==> src/rtl/regfile_write_arbiter.sv <==
// Register-file write-back arbiter: ALU and load-unit holding slots plus an optional
// single-cycle branch-with-link write into R14 (enabled by defining WB_LINK_EN).
module regfile_write_arbiter (
    input  logic        clk,
    input  logic        reset,
    input  logic        aluValid,
    input  logic [3:0]  aluDest,
    input  logic [31:0] aluData,
    output logic        aluReady,
    input  logic        memValid,
    input  logic [3:0]  memDest,
    input  logic [31:0] memData,
    output logic        memReady,
    input  logic        linkReq,
    input  logic [31:0] linkPC,
    output logic        writeEnable,
    output logic [3:0]  writeDestination,
    output logic [31:0] writeData,
    output logic        writeToPC,
    output logic        busy
);

    typedef enum logic [1:0] {
        GRANT_NONE,
        GRANT_LINK,
        GRANT_ALU,
        GRANT_MEM
    } grant_t;

    typedef enum logic {
        PTR_ALU,
        PTR_MEM
    } pointer_t;

    localparam logic [3:0] LINK_REG = 4'hE;
    localparam logic [3:0] PC_REG   = 4'hF;

    logic        slotAluFull;
    logic [3:0]  slotAluDest;
    logic [31:0] slotAluData;
    logic        slotMemFull;
    logic [3:0]  slotMemDest;
    logic [31:0] slotMemData;
    logic        ageMemOlder;
    pointer_t    rrPointer;

    grant_t      grant;
    logic        linkActive;
    logic        aluTake;
    logic        memTake;

`ifdef WB_LINK_EN
    assign linkActive = linkReq;
`else
    logic unusedLink;
    assign unusedLink = ^{linkReq, linkPC};
    assign linkActive = 1'b0;
`endif

    // Link wins outright; equal destinations force oldest-first so the later value lands last.
    always_comb begin
        // NOTE: default assigned first so every path drives grant and no latch is inferred.
        grant = GRANT_NONE;
        if (linkActive) begin
            grant = GRANT_LINK;
        end else if (slotAluFull && slotMemFull) begin
            if (slotAluDest == slotMemDest) begin
                grant = ageMemOlder ? GRANT_MEM : GRANT_ALU;
            end else begin
                grant = (rrPointer == PTR_MEM) ? GRANT_MEM : GRANT_ALU;
            end
        end else if (slotAluFull) begin
            grant = GRANT_ALU;
        end else if (slotMemFull) begin
            grant = GRANT_MEM;
        end
    end

    assign aluReady = !reset && (!slotAluFull || grant == GRANT_ALU);
    assign memReady = !reset && (!slotMemFull || grant == GRANT_MEM);
    assign aluTake  = aluValid && aluReady;
    assign memTake  = memValid && memReady;

    always_ff @(posedge clk) begin
        if (reset) begin
            // NOTE: non-blocking assignments for all state so every register samples pre-edge values.
            slotAluFull      <= 1'b0;
            slotAluDest      <= '0;
            slotAluData      <= '0;
            slotMemFull      <= 1'b0;
            slotMemDest      <= '0;
            slotMemData      <= '0;
            ageMemOlder      <= 1'b0;
            rrPointer        <= PTR_ALU;
            writeEnable      <= 1'b0;
            writeDestination <= '0;
            writeData        <= '0;
        end else begin
            case (grant)
                GRANT_LINK: begin
                    writeEnable      <= 1'b1;
                    writeDestination <= LINK_REG;
                    writeData        <= linkPC;
                end
                GRANT_ALU: begin
                    writeEnable      <= 1'b1;
                    writeDestination <= slotAluDest;
                    writeData        <= slotAluData;
                    rrPointer        <= PTR_MEM;
                end
                GRANT_MEM: begin
                    writeEnable      <= 1'b1;
                    writeDestination <= slotMemDest;
                    writeData        <= slotMemData;
                    rrPointer        <= PTR_ALU;
                end
                default: begin
                    writeEnable      <= 1'b0;
                end
            endcase

            if (aluTake) begin
                slotAluFull <= 1'b1;
                slotAluDest <= aluDest;
                slotAluData <= aluData;
            end else if (grant == GRANT_ALU) begin
                slotAluFull <= 1'b0;
            end

            if (memTake) begin
                slotMemFull <= 1'b1;
                slotMemDest <= memDest;
                slotMemData <= memData;
            end else if (grant == GRANT_MEM) begin
                slotMemFull <= 1'b0;
            end

            // A freshly captured entry is younger than whatever stays in the other slot.
            if (aluTake && memTake) begin
                ageMemOlder <= 1'b0;
            end else if (aluTake) begin
                ageMemOlder <= 1'b1;
            end else if (memTake) begin
                ageMemOlder <= 1'b0;
            end
        end
    end

    assign writeToPC = writeEnable && (writeDestination == PC_REG);
    assign busy      = slotAluFull | slotMemFull;

endmodule

==> config.mk <==
export PLATFORM = sky130hd
export DESIGN_NAME = regfile_write_arbiter
export DESIGN_NICKNAME = d
export VERILOG_FILES = /design/src/rtl/regfile_write_arbiter.sv
export SDC_FILE = /design/constraint.sdc
export NUM_CORES = 1
export LEC_CHECK = 0
export BUFFER_PORTS_ARGS = -buffer_cell sky130_fd_sc_hd__clkbuf_2
export CAP_MARGIN = 5
export CORE_UTILIZATION = 50
export CTS_CLUSTER_DIAMETER = 50
export DETAILED_ROUTE_END_ITERATION = 10
export PLACE_DENSITY = 0.77
export SETUP_SLACK_MARGIN = 0.15
export SYNTH_ARGS = -nofsm -noshare
export SYNTH_HDL_FRONTEND = slang
export SYNTH_SLANG_ARGS = --single-unit
==> constraint.sdc <==
create_clock -name clk -period 3.5 [get_ports clk]
set_input_delay 0 -clock clk [delete_from_list [all_inputs] [get_ports clk]]
set_output_delay 0 -clock clk [all_outputs]
set_load 0.05 [all_outputs]
# Word level (Yosys, flattened, before mapping)
# Index checks and enable logic that the tools add are counted.
[word_totals]
output_inout_bits = 41
input_bits = 109
elab_cells = 52
regBits = 113
[op_classes]
bitwise = 1
n_eq_ne = 5
reduce_logical = 19
muxes = 16
[op_table]
columns = ["cell", "count"]
rows = [
  ["$pmux W32 S3", 1],
  ["$pmux W4 S3", 1],
  ["$mux W1", 10],
  ["$reduce_bool A2 Y1", 4],
  ["$logic_and A1 B1 Y1", 7],
  ["$mux W2", 3],
  ["$eq A2 B2 Y1 const B", 2],
  ["$eq A4 B4 Y1", 1],
  ["$eq A4 B4 Y1 const B", 1],
  ["$logic_not A1 Y1", 3],
  ["$reduce_bool A3 Y1", 1],
  ["$reduce_or A3 Y1", 1],
  ["$eq A2 B1 Y1 const B", 1],
  ["$logic_or A1 B1 Y1", 2],
  ["$pmux W1 S2", 1],
  ["$reduce_or A2 Y1", 1],
  ["$or A1 B1 Y1", 1],
]

# Logic depth before layout (Yosys ltp)
# Gate-level depths: netlist of run 1.
[logic_depth]
word_depth = 9
mapped_depth = 7
ltp_nobuf = 4

# Least setup slack after synthesis of run 1
# Ideal clock, no wire load.
[synth_timing]
path_kind = "register to output"
startpoint = "reg slotMemDest[0]"
endpoint = "out memReady"
path_slack_ns = 1.432
required_time_ns = 3.500
arrival_time_ns = 2.068
n_path_buf = 0
stages_incl_launch_ff = 4
cell_sequence = "dfxtp_1 > xnor2_1 > a41oi_1 > a211oi_1"
[synth_via]
elab_chain_len = 6
[synth_rtl]
columns = ["item", "line_no", "source"]
rows = [
  ["start, declared", "42", "logic [3:0] slotMemDest;"],
  ["start signal, assigned", "132", "slotMemDest <= memDest;"],
  ["$eq A4 B4 Y1", "67", "if (slotAluDest == slotMemDest) begin"],
  ["$mux W1", "67", ""],
  ["$mux W2", "66", "end else if (slotAluFull && slotMemFull) begin"],
  ["$eq A2 B2 Y1", "80", "assign memReady = !reset && (!slotMemFull || grant == GRANT_MEM);"],
  ["$logic_or A1 B1 Y1", "80", ""],
  ["$logic_and A1 B1 Y1", "80", ""],
  ["end, declared", "13", "output logic memReady,"],
]
# No other way between the ends.

# Final worst setup path of run 1
[layout_timing]
startpoint = "reg slotAluFull"
endpoint = "reg writeData[12]"
[layout_via]
elab_chain_len = 4
elab_cells_between_ends = 8
cone_classes = "eq/ne: 3; mux: 3; reduce/logical: 2"
[layout_rtl]
columns = ["item", "line_no", "source"]
rows = [
  ["start, declared", "38", "logic slotAluFull;"],
  ["start signal, assigned", "87", "slotAluFull <= 1'b0;"],
  ["start signal, assigned", "123", "slotAluFull <= 1'b1;"],
  ["start signal, assigned", "127", "slotAluFull <= 1'b0;"],
  ["$mux W2 or $logic_and A1 B1 Y1 (tied branches)", "72, 66", ""],
  ["$mux W2 *", "66", ""],
  ["$eq A2 B2 Y1 or $eq A2 B1 Y1 (tied branches)", "99", "case (grant)"],
  ["$pmux W32 S3 or $reduce_bool A3 Y1 (tied branches)", "--", ""],
  ["end signal, assigned", "103", "writeData <= linkPC;"],
  ["end signal, assigned", "108", "writeData <= slotAluData;"],
  ["end signal, assigned", "114", "writeData <= slotMemData;"],
  ["end, declared", "18", "output logic [31:0] writeData,"],
]
# Every way passes the cells marked *; elsewhere a longest branch is shown, timed or not.
# A chain may end at the register's enable or synchronous reset.

==> key figures, run 1 <==
Route
  • Vias/cell: approximately 5.6
  • DRT iter0 DRCs: 526
  • WL/cell: 17.3 um
  • Drt drc: 0
  • Detail Route Antenna Nets: 0
  • Routed wire length: around 18000 um
  • Vias post-DR: 5728
  • First-pass DRT Iterations: 5

Synthesis
  • Gate Count Post-Synth: 682
  • Adder-cell area share of the yosys netlist: 0
  • Post-synthesis xor/xnor area fraction: 0.00554
  • Syn_area_per_cell: a little over 9 um2
  • Synthesis-stage register bit count: between 100 and 150
  • Seq/Total Area, Yosys: 0.358
  • Ys flop type: dfxtp_1
  • Post-synthesis compound-gate area fraction: 0.164
  • Yosys Warn Count: 0
  • Number of flops mapped to enable cells by yosys: 0
  • Synth Area in Simple Gates: 0.180
  • Mapped Area: 6320 um2
  • Ys async rst share: 0
  • Multiplexer area fraction after synthesis: 0.230
  • Syn Nets: 791
  • Distinct cells, synth: 34
  • Main combinational cell family by area after synthesis: multiplexers

Floorplan
  • Initial Util: 0.520
  • Rows: 40
  • Io pins: 150
  • Die area: roughly 13000 um2
  • Die Span Y: 114 um
  • Die Span X: 114 um
  • Core area: ~12000 um2

Timing
  • Fmax: between 300 and 400 MHz
  • Fin. max-slew vios: 0
  • WHS: 0.264 ns
  • Setup violations, final: 0
  • Clk_skew: 0.00788 ns
  • Fin crit period: 2.54 ns
  • Final hold violation count: 0
  • Worst Slack Setup Final: 0.963 ns
  • RSZ-0062 raised after global routing: false
  • Setup TNS: 0 ns
  • Fin crit share: 0.725
  • Rel. slew slack: 0.278
  • Worst Max-Slew Pin Slew: 1.08 ns

Power
  • Cell Pwr Density: 452 nW/um2
  • NetSw: roughly 1.1 mW
  • Worst vdd ir: 0.295 mV
  • Part of the power in registers: 0.405
  • Comb pwr share: 0.198
  • Internal power: around 2.6 mW
  • Sw Share: 0.293
  • Static leakage: 3.24 nW
  • Clk pwr share: 0.396

Finish
  • Fillers: 931
  • Flip-flop and latch area: 2260 um2
  • Area of the multi-input gates: 3700 um2
  • Synth-to-layout area growth: 28.4%
  • Final #Nets: 949
  • Antenna cells: 0
  • Layout cell share with drive strength beyond 1: 0.224

CTS
  • H-tree depth: 4
  • CTS tree: yes
  • Clock Root Buffer: clkbuf_16
  • Num Clock Sinks: 113
  • Clock Latency Late Sink: 0.42 ns
  • Post_cts resized: 0
  • Clk buf depth: 2
  • Clock Pin Slew Worst Setup and Hold Paths: 0.05 ns
  • Post-CTS Setup Inserts: 0
  • TritonCTS Buffers: 17
  • Hold-fix buffers, CTS: 74

Setup path
  • Crit-path max FO: 33
  • WP buf/inv: 0
  • CP cell instances: nor2b_4 > a22oi_1 > mux2_2 > a21oi_1
  • Worst EP arrival: ~2.9 ns
  • Top delay family on crit path: simple AND/OR/NAND/NOR gates
  • CP startpoint kind: flop
  • CP Capture Type: flop
  • WP data required: ~3.8 ns
  • CP peak stage delay: 0.92 ns
  • Crit-path slowest cell: nor2b_4
  • WS Path Type: flop to flop

GRT
  • Vias in the first global route: 5641
  • Remaining Overflow, GRT: 0
  • First-pass GRT wire length: between 20000 and 30000 um
  • Largest net degree at the start of global routing: approximately 140
  • Initial antenna violation count: 0
  • Global-route total usage across every layer: 0.269

Flow run
  • Max_cap viols: 0

Hold path
  • Hold WC Path Type: primary input to flop

Placed design
  • Routability cong.: 0.796
  • PortBufs: 116
  • Post-DP HPWL: about 9900 um
  • Worst slack, placed: 0.993 ns

Outcome
  • Status: complete, no violations
[cell type report]
cell class	count	share of cell area
clock inverter	2	0.00123
sequential	113	0.279
inverter	6	0.00278
timing repair buffer	202	0.177
tap	168	0.0259
clock buffer	25	0.0574
multi-input combinational	500	0.456
[power by group through the flow]
stage / clock network [mW] / registers, mW / logic (mW)
floorplan: 0 / 1.58 / 0.410
global placement: 0 / 1.50 / 0.637
detailed placement: 0 / 1.51 / 0.652
CTS: 1.46 / 1.48 / 0.722
global route: 1.51 / 1.50 / 0.777
finish: 1.45 / 1.49 / 0.727
[final timing paths]
| path | from | to | slack (ns) | depth (start not counted) |
|---|---|---|---|---|
| worst max-delay path | slotAluFull | writeData[12] | 0.96 | 4 |
| worst min register to register | slotAluData[31] | slotAluData[31] | 0.49 | 2 |
| worst min-delay path | reset | slotAluFull | 0.26 | 2 |
| worst max register to register | slotAluFull | writeData[12] | 0.96 | 4 |
[sequential cells by signal, summed over array words and instances (netlist names)]
signal and flops:
slotAluData 32, slotMemData 32, writeData 32, slotAluDest 4, slotMemDest 4, writeDestination 4
ageMemOlder 1, rrPointer 1, slotAluFull 1, slotMemFull 1, writeEnable 1
[stage by stage]
stage	instance area, um2	utilization	power, mW	std cells
global route	8110	0.667	3.79	1016
CTS	8110	0.667	3.67	1016
global placement	6900	0.567	2.14	915
floorplan	6320	-	1.99	682
detailed placement	6900	0.567	2.16	915
finish	8110	0.667	3.67	1016
[placed cells by master, fill, tap and decap left out, types with 2 or more instances in the layout]
master	Yosys	layout
nand2b_1	143	143
clkbuf_2	0	115
dfxtp_1	113	111
mux2i_1	108	108
dlygate4sd3_1	0	74
a21oi_1	70	70
a22oi_1	66	66
nor2_1	36	36
mux2_2	33	33
clkbuf_16	0	17
buf_4	0	11
clkbuf_1	38	7
inv_1	6	6
a211oi_1	6	6
xnor2_1	4	4
and2_1	4	4
a41oi_1	3	3
nor2b_4	0	3
a2111oi_0	3	3
nand2_1	2	2
nor3_1	2	2
nand3_1	2	2
a211oi_4	0	2
o2bb2ai_1	2	2
o21ba_2	2	2
clkinv_2	0	2
buf_12	6	2
dfxtp_2	0	2
[routing by layer]
metal  up-vias  track usage  wire, um  part of all wire
met5         -            0         0                 0
met4         0        0.113       289             0.016
met3        26       0.0572       925             0.053
met2       193        0.478      8930              0.51
met1      2778        0.313      7390              0.42
li1       2731            -         -                 -
[cell families after synthesis]
kind of cell,count (synthesis)
simple gates,197
compound gates,158
mux,141
flops,113
buf+inv,69
xor+xnor,4
[cells in the mapped netlist, types with 6 or more instances]
master    count  area share
a21oi_1      70       0.055
buf_2        12      0.0095
mux2i_1     108        0.17
nor2_1       36       0.021
inv_1         6      0.0036
a22oi_1      66       0.078
dfxtp_1     113        0.36
mux2_2       33       0.059
clkbuf_1     38       0.023
nand2b_1    143        0.14
buf_12        6       0.019
a211oi_1      6      0.0071
Power figures use the tool's default switching activity.
==> run 2: changes to the inputs <==
CORE_UTILIZATION = 49   (was 50)
PLACE_DENSITY = 0.79   (was 0.77)
clock period = 2.3 ns   (was 3.5 ns; I/O delays follow)
==> key figures, run 2 (same netlist as run 1, synthesis figures left out) <==
Outcome
  • Status: complete, no violations

Finish
  • Fillers: 1003 (+7.7%)
  • Post-route cell area: 8370 um2 (+3.2%)
  • Top flop regs: slotAluData (32), slotMemData (32), writeData (32)
  • Antenna cells: 0 (unchanged)
  • Final #Nets: 956 (+0.74%)
  • Most common cell after layout, fill and taps aside: nand2b_1
  • Synth-to-layout area growth: 32.5%
  • Layout cell share with drive strength beyond 1: 0.248 (+0.0242)
  • Commonest non-fill, non-tap cells in the layout: nand2b_1 (143), clkbuf_2 (115), dfxtp_1 (111), mux2i_1 (108), dlygate4sd3_1 (74)

Route
  • DRT iter0 DRCs: 503 (-4.4%)
  • Vias post-DR: 5584 (-2.5%)
  • Met3 WL: 734 um (-21%)
  • First-pass DRT Iterations: 5 (unchanged)
  • WL/cell: 16.2 um (-6.1%)
  • Top Metal Used: met4
  • Detail Route Antenna Nets: 0 (unchanged)
  • Routed wire length: 16700 um (-4.8%)
  • DR WL met2: 8210 um (-8.0%)
  • Routed length on met1: 7320 um (-0.97%)
  • Vias/cell: 5.42 (-3.8%)
  • Drt drc: 0 (unchanged)

GRT
  • Vias in the first global route: 5440 (-3.6%)
  • Initial antenna violation count: 0 (unchanged)
  • Global-route total usage across every layer: 0.258 (-0.0117)
  • Largest net degree at the start of global routing: 87 (-40%)
  • First-pass GRT wire length: 26600 um (-2.9%)
  • Remaining Overflow, GRT: 0 (unchanged)

CTS
  • Clock Pin Slew Worst Setup and Hold Paths: 0.05 ns (about the same)
  • TritonCTS Buffers: 17 (unchanged)
  • Clock Root Buffer: clkbuf_16
  • Clk buf depth: 2 (unchanged)
  • Num Clock Sinks: 113 (unchanged)
  • Post-CTS Setup Inserts: 0 (unchanged)
  • Clock Latency Late Sink: 0.41 ns (about the same)
  • H-tree depth: 4 (unchanged)
  • CTS tree: yes

Timing
  • Clk_skew: 0.00666 ns (-0.00122 ns)
  • Setup TNS: 0 ns (unchanged)
  • Fmax: 486 MHz
  • RSZ-0062 raised after global routing: true
  • Setup violations, final: 0 (unchanged)
  • Final hold violation count: 0 (unchanged)
  • Worst Max-Slew Pin Slew: 0.716 ns (-0.367 ns)
  • Fin. max-slew vios: 0 (unchanged)
  • Fin crit period: 2.06 ns
  • Rel. slew slack: 0.523 (+0.245)
  • Fin crit share: 0.894

Flow run
  • Max_cap viols: 0 (unchanged)

Floorplan
  • Core area: 12600 um2 (+3.8%)
  • Die Span X: 116 um (+1.0%)
  • Rows: 41 (+2.5%)
  • Initial Util: 0.501 (-0.0189)
  • Die area: 13400 um2 (+2.0%)
  • Io pins: 150 (unchanged)
  • Die Span Y: 116 um (+1.0%)

Setup path
  • WS Path Type: flop to output pin
  • Worst R2R Path Depth: 5 (+1)
  • CP startpoint: slotMemDest[2]
  • Worst r2r src: slotMemDest[2]
  • CP Capture Type: output pin
  • CP startpoint kind: flop
  • Crit-path slowest cell: dfxtp_1
  • Worst EP arrival: 2.06 ns (-0.81 ns)
  • WP data required: 2.30 ns (-1.53 ns)
  • Crit-path max FO: 5 (-85%)
  • CP peak stage delay: 0.35 ns (-0.57 ns)
  • CP cell instances: xnor2_2 > a41oi_2 > a21o_1 > a31oi_1 > clkbuf_2

Power
  • NetSw: 1.65 mW (+53%)
  • Part of the power in registers: 0.375 (-0.030)
  • Static leakage: 3.37 nW (+3.9%)
  • Cell Pwr Density: 717 nW/um2 (+59%)
  • Worst vdd ir: 0.528 mV (+79%)
  • Sw Share: 0.275 (-0.0184)
  • Comb pwr share: 0.190 (-0.008)
  • Internal power: 4.35 mW (+68%)
  • Clk pwr share: 0.435 (+0.039)

Placed design
  • Routability cong.: 0.819 (+2.9%)
  • PortBufs: 116 (unchanged)
  • Post-DP HPWL: 9600 um (-3.3%)
  • Dpl cell area: 6990 um2 (+1.4%)

Hold path
  • Hold WC Path Type: primary input to flop
  • Worst hold start: reset
  • Hold Crit Depth: 2 (unchanged)
==> run 2: worst paths after layout <==
kind / endpoint / slack (ns)
worst min-delay path: slotMemFull / 0.14
worst min register to register: slotMemData[3] / 0.49
worst max-delay path: aluReady / 0.24
worst max register to register: slotMemData[31] / 0.37
==> run 2: per-layer routing <==
layer  vias to the layer above  global-route usage
li1                       2737                   -
met1                      2634               0.314
met2                       185               0.441
met3                        28              0.0465
met4                         0               0.119
met5                         -                   0
==> run 2: critical path: cells and delay by family, from the launching register on <==
family / cells / cell delay [ns]
compound gates: 3 / 0.68
xor+xnor: 1 / 0.30
buf+inv: 1 / 0.31
flops: 1 / 0.35
==> run 2: what timing repair did <==
action | in CTS | in global routing
resized for setup | 7 | 2
hold buffers | 74 | 0
cloned | 0 | 0
endpoints found under the hold margin | 74 | 0
endpoints found under the setup margin | 2 | 2
==> run 2: layout make-up <==
cell class / instances / area [um2] / area share
clock buffers: 25 / 515 / 0.0616
clock inverters: 5 / 75.1 / 0.00897
inverters: 6 / 22.5 / 0.00269
multi-input cells: 500 / 3750 / 0.448
flip-flops and latches: 113 / 2260 / 0.270
well taps: 172 / 215 / 0.0257
repair buffers: 209 / 1530 / 0.183
==> run 2: through the flow <==
stage	instances	util	worst slack, ns	power [mW]	hold slack (ns)
3_5_place_dp	926	0.554	0.321	3.30	0.249
4_1_cts	1030	0.663	0.193	6.02	0.119
3_3_place_gp	926	0.554	0.386	3.28	0.248
2_1_floorplan	682	-	0.232	3.02	0.121
6_report	1030	0.663	0.244	6.00	0.142
5_1_grt	1030	0.663	0.137	6.23	0.151
==> run 2: power groups by stage <==
stage / combinational, mW / clock, mW / sequential, mW
global placement: 1.00 / 0 / 2.28
detailed placement: 1.01 / 0 / 2.28
CTS: 1.13 / 2.65 / 2.25
finish: 1.14 / 2.61 / 2.25
global route: 1.23 / 2.73 / 2.27
floorplan: 0.624 / 0 / 2.40
